### src/rtl/pong_game_ctrl.sv
// Pong game-control stage: game FSM, BCD score, balls-left count and pause timer.
// All outputs come straight from registers so the text/graphics stages see no input paths.
module pong_game_ctrl #(
   parameter int TIMER_TICKS = 120,
   parameter int BALLS_INIT  = 3
) (
   input  logic       clk,
   input  logic       rst_n,
   input  logic       refr_tick,
   input  logic [1:0] btn,
   input  logic       hit,
   input  logic       miss,
   output logic [3:0] score_dig_0,
   output logic [3:0] score_dig_1,
   output logic [1:0] balls_left_dig,
   output logic       gra_still,
   output logic       rules_en,
   output logic       game_over_en,
   output logic [1:0] game_state
);

   typedef enum logic [1:0] {
      NEWGAME = 2'b00,
      PLAY    = 2'b01,
      NEWBALL = 2'b10,
      OVER    = 2'b11
   } state_t;

   localparam logic [7:0] TICKS = 8'(TIMER_TICKS);
   localparam logic [1:0] BALLS = 2'(BALLS_INIT);

   state_t     state, state_next;
   logic [7:0] timer;
   logic [3:0] dig0, dig1;
   logic [1:0] balls;
   logic       timer_done, timer_load;
   logic       score_inc, score_clr, ball_dec, ball_load;

   assign timer_done = (timer == 8'd0);

   always_comb begin
      state_next = state;
      score_inc  = 1'b0;
      score_clr  = 1'b0;
      ball_dec   = 1'b0;
      ball_load  = 1'b0;
      case (state)
         NEWGAME: begin
            if (btn != 2'b00) begin
               state_next = PLAY;
               ball_dec   = 1'b1;
            end
         end
         PLAY: begin
            // hit and miss in the same cycle both take effect
            score_inc = hit;
            if (miss) begin
               if (balls == 2'd0) begin
                  state_next = OVER;
               end else begin
                  state_next = NEWBALL;
                  ball_dec   = 1'b1;
               end
            end
         end
         NEWBALL: begin
            if (timer_done && btn != 2'b00) state_next = PLAY;
         end
         OVER: begin
            if (timer_done) begin
               state_next = NEWGAME;
               score_clr  = 1'b1;
               ball_load  = 1'b1;
            end
         end
         default: state_next = NEWGAME;
      endcase
   end

   assign timer_load = (state_next != state) && (state_next == NEWBALL || state_next == OVER);

   always_ff @(posedge clk or negedge rst_n) begin
      if (!rst_n) begin
         state <= NEWGAME;
         timer <= 8'd0;
         balls <= BALLS;
         dig0  <= 4'd0;
         dig1  <= 4'd0;
      end else begin
         state <= state_next;

         // load beats a coincident tick
         if (timer_load)                   timer <= TICKS;
         else if (refr_tick && !timer_done) timer <= timer - 8'd1;

         if (ball_load)                         balls <= BALLS;
         else if (ball_dec && balls != 2'd0)    balls <= balls - 2'd1;

         if (score_clr) begin
            dig0 <= 4'd0;
            dig1 <= 4'd0;
         end else if (score_inc) begin
            if (dig0 < 4'd9) begin
               dig0 <= dig0 + 4'd1;
            end else begin
               dig0 <= 4'd0;
               dig1 <= (dig1 < 4'd9) ? dig1 + 4'd1 : 4'd0;
            end
         end
      end
   end

   assign score_dig_0    = dig0;
   assign score_dig_1    = dig1;
   assign balls_left_dig = balls;
   assign gra_still      = (state != PLAY);
   assign rules_en       = (state == NEWGAME);
   assign game_over_en   = (state == OVER);
   assign game_state     = state;

endmodule

### config.mk
export PLATFORM = sky130hd
export DESIGN_NAME = pong_game_ctrl
export DESIGN_NICKNAME = d
export VERILOG_FILES = /design/src/rtl/pong_game_ctrl.sv
export SDC_FILE = /design/constraint.sdc
export NUM_CORES = 1
export LEC_CHECK = 0
export ABC_CLOCK_PERIOD_IN_PS = 2500
export BUFFER_PORTS_ARGS = -buffer_cell sky130_fd_sc_hd__buf_2
export CAP_MARGIN = 5
export CORE_MARGIN = 2
export CORE_UTILIZATION = 53
export DETAILED_ROUTE_END_ITERATION = 10
export GPL_ROUTABILITY_DRIVEN = 0
export GPL_TIMING_DRIVEN = 1
export PLACE_DENSITY = 0.87
export REMOVE_ABC_BUFFERS = 1
export SLEW_MARGIN = 40
export SYNTH_ARGS = -nofsm -noshare
export SYNTH_HDL_FRONTEND = slang
export SYNTH_SLANG_ARGS = --single-unit
### constraint.sdc
create_clock -name clk -period 2.5 [get_ports clk]
set_clock_uncertainty 0.2 [all_clocks]
set_input_delay 0.25 -clock clk [delete_from_list [all_inputs] [get_ports clk]]
set_output_delay 0.25 -clock clk [all_outputs]
set_load 0.01 [all_outputs]
==> tab_implementation.tex <==
\begin{tabular}{lr}
\hline
Metric & Value \\
\hline
\multicolumn{2}{l}{\textbf{Power and ir drop}} \\
Maximum vdd ir drop & 0.000679 V \\
PD cells & 1020 mW/mm\^{}2 \\
P\_leak & 0.615 nW \\
Final Power & 0.00134 W \\
\multicolumn{2}{l}{\textbf{Floorplan}} \\
\# IOs & 22 \\
Site row count & 16 \\
Die Area & between 0.002 and 0.0025 mm\^{}2 \\
Floorplan core area & 0.00198 mm\^{}2 \\
Die height & 50.0 um \\
Starting Density & 56.5\% \\
X dimension of the die & 50.0 um \\
\multicolumn{2}{l}{\textbf{Setup path}} \\
Endpoint kind of the worst setup timing path & flip-flop \\
Cell count of the worst reg-to-reg path & 4 \\
Register-to-register setup slack & roughly 0.31 ns \\
CP Data Required Time & 2.49 ns \\
Startpoint of the most critical register-to-register path & timer[3] \\
R2R Path End & score\_dig\_0[3] \\
Nature of the critical path startpoint & flip-flop \\
Type of the worst setup path & reg2reg \\
Crit-path max FO & 9 \\
Worst path arrival time & 2.18 ns \\
\multicolumn{2}{l}{\textbf{CTS}} \\
TritonCTS clock tree & done \\
Register clock-pin slew on the reported worst setup and hold paths & about 0.12 ns \\
Count of H-tree levels built during CTS & 1 \\
Clock insertion delay at the later pin of the skew report & 0.31 ns \\
Number of buffers created by CTS & 3 \\
Number of buffers on the longest clock path & 2 \\
TritonCTS sink count & 20 \\
Root buffer cell & clkbuf\_4 \\
\multicolumn{2}{l}{\textbf{Final layout}} \\
End-of-flow core utilization & 66.3\% \\
Nets & 159 \\
Filler-free cell count of the finished design & 172 \\
Count of inserted antenna diode cells & 0 \\
Layout fillers & $\sim$160 \\
Layout overhead on the synthesized area & 17.3\% \\
Area of all placed cells without fillers & 0.00131 mm\^{}2 \\
Share of post-route cells with drive strength above 1 & 23.4\% \\
\multicolumn{2}{l}{\textbf{Global routing}} \\
Via count of the first global-routing pass & around 1000 \\
Initial antenna violation count & 0 \\
Final global-route overflow total & 0 \\
Largest net degree at the start of global routing & 21 \\
Global-route usage over all layers & 21.3\% \\
Wire length of the first global-routing pass & 4.13 mm \\
\multicolumn{2}{l}{\textbf{Timing}} \\
Fmax achieved & 458 MHz \\
Slew Limit Headroom & 65.0\% \\
Number of setup violations in the final report & 0 \\
Final count of pins violating max slew & 0 \\
Unrepaired setup endpoints after global routing & false \\
Final critical path time including I/O delays and setup & between 2 and 2.5 ns \\
Portion of the clock cycle consumed by the worst path in the final layout & 87.4\% \\
Sum of negative setup slack & 0 ns \\
Slew at the pin closest to its max-slew limit & 0.518 ns \\
Final hold violation count & 0 \\
\multicolumn{2}{l}{\textbf{Routing}} \\
Post-detailed-route via-to-cell ratio & slightly below 6 \\
Routed length per placed instance & roughly 13 um \\
Number of DRC violations after detailed-routing iteration 0 & 20 \\
DRC viols & 0 \\
Detailed-route wire length & approximately 2.3 mm \\
Count of nets left with antenna violations after detail routing & 0 \\
Vias after detailed routing & 993 \\
Drt pass-1 iters & 4 \\
\multicolumn{2}{l}{\textbf{Logic synthesis}} \\
Area leader, netlist & dfrtp\_1 \\
Number of enable flip-flop cells after synthesis & 0 \\
Most frequently used cell type in the post-synthesis netlist & dfrtp\_1 \\
Area of the mapped netlist & 0.00112 mm\^{}2 \\
Synth top area share & 40.2\% \\
Sequential share of the synthesized area & 44.9\% \\
Async set-or-reset flop fraction in the synthesized netlist & 100\% \\
Total of warnings raised by yosys & 0 \\
Post-synth top flop & dfrtp\_1 \\
\#FFs+latches synth & 20 \\
Synthesized area divided by synthesized cell count & between 9 and 10 um\^{}2 \\
Synthesized instance count & around 120 \\
Cells taking the most area after synthesis & dfrtp\_1, ha\_1, dfstp\_2 \\
Number of different library cells in the post-synthesis netlist & 37 \\
Cell types with the highest counts after synthesis & dfrtp\_1, nor2\_1, inv\_1 \\
\multicolumn{2}{l}{\textbf{Placement}} \\
IO buf count & 21 \\
HPWL after detailed placement & 1.75 mm \\
Area of placed instances & 0.00125 mm\^{}2 \\
Placed insts & 167 \\
\multicolumn{2}{l}{\textbf{Hold path}} \\
Source of the worst hold timing path & btn[0] \\
Hold-critical path depth & 3 \\
Worst min-delay path category & in2reg \\
Hold-critical path endpoint & game\_state[0] \\
\multicolumn{2}{l}{\textbf{Flow run}} \\
Max-capacitance violation count & 0 \\
\multicolumn{2}{l}{\textbf{Outcome}} \\
Outcome & complete, no violations \\
\hline
\end{tabular}
## layout by cell type, fill, tap and decap left out, drive strengths merged, types with 3 or more instances in the layout
cell type  count
nand2         11
a21oi          7
clkbuf         3
o21ai          7
nor3           4
nor2          15
nand3          3
inv           12
ha             6
dfrtp         18
a211oi         3
xnor2          3
xor2           3
buf           21
## layout make-up
| type | instances | area, um^2 | share of cell area [%] |
|---|---|---|---|
| inverters | 12 | 45.0 | 3.43 |
| multi-input cells | 87 | 564 | 43.0 |
| clock buffers | 3 | 22.5 | 1.71 |
| clock inverters | 1 | 30.0 | 2.29 |
| repair buffers | 22 | 115 | 8.76 |
| well taps | 27 | 33.8 | 2.57 |
| flip-flops and latches | 20 | 503 | 38.3 |
## power breakdown
part	total (W)	leakage (nW)	switching [W]	internal (W)
clock	0.000266	0.0279	0.000104	0.000162
combinational	0.000486	0.347	0.000263	0.000222
sequential	0.000587	0.241	0.000145	0.000442
total	0.00134	0.615	0.000512	0.000827
## through the flow
stage	worst slack, ns	hold slack [ns]
2_1_floorplan	0.487	-0.246
3_3_place_gp	0.383	0.00665
3_5_place_dp	0.329	0.0197
4_1_cts	0.321	0.0679
5_1_grt	0.190	0.0833
6_report	0.315	0.0712
## sequential cells by signal (all words and copies together), names as in the netlist
name	count
score_dig_0	4
score_dig_1	4
game_state	2
balls_left_dig	2
timer	8
## routing by layer
| layer | GRT usage [%] | routed length [um] | vias up |
|---|---|---|---|
| li1 | - | - | 470 |
| met3 | 3.33 | 108 | 6 |
| met2 | 39.1 | 1180 | 26 |
| met5 | 0 | 0 | - |
| met4 | 9.26 | 40 | 0 |
| met1 | 24.2 | 953 | 491 |
## kinds of logic (layout without fill, tap and decap cells)
kind of cell / after synthesis / after routing / share of synthesized area, %
flops: 20 / 20 / 44.9
compound gates: 28 / 28 / 17.4
xor+xnor: 6 / 6 / 4.69
fa+ha+maj: 6 / 6 / 6.70
simple gates: 47 / 47 / 21.6
buf+inv: 14 / 38 / 4.69
## timing repair
item | 4_1_cts | 5_1_grt
hold endpoints to repair | 18 | 0
endpoints found under the setup margin | 0 | 0
buffers inserted | 0 | 0
resized for setup | 0 | 0
hold buffers | 1 | 0
## worst max-delay path by stage
| stage | from | endpoint | cells past startpoint |
|---|---|---|---|
| detailed placement | timer[3] | score_dig_0[3] | 4 |
| CTS | timer[3] | score_dig_0[3] | 4 |
| global placement | timer[3] | score_dig_1[3] | 4 |
| global route | timer[3] | score_dig_0[3] | 4 |
| floorplan | timer[3] | score_dig_0[3] | 4 |
| finish | timer[3] | score_dig_0[3] | 4 |
## critical path: stages (launching register included)
cell     delay [ns]
dfrtp_1        0.46
or4_4          0.59
or3_4          0.41
nor2_2         0.29
nor3_1         0.12
No activity file was read; power rests on OpenSTA's default activity.
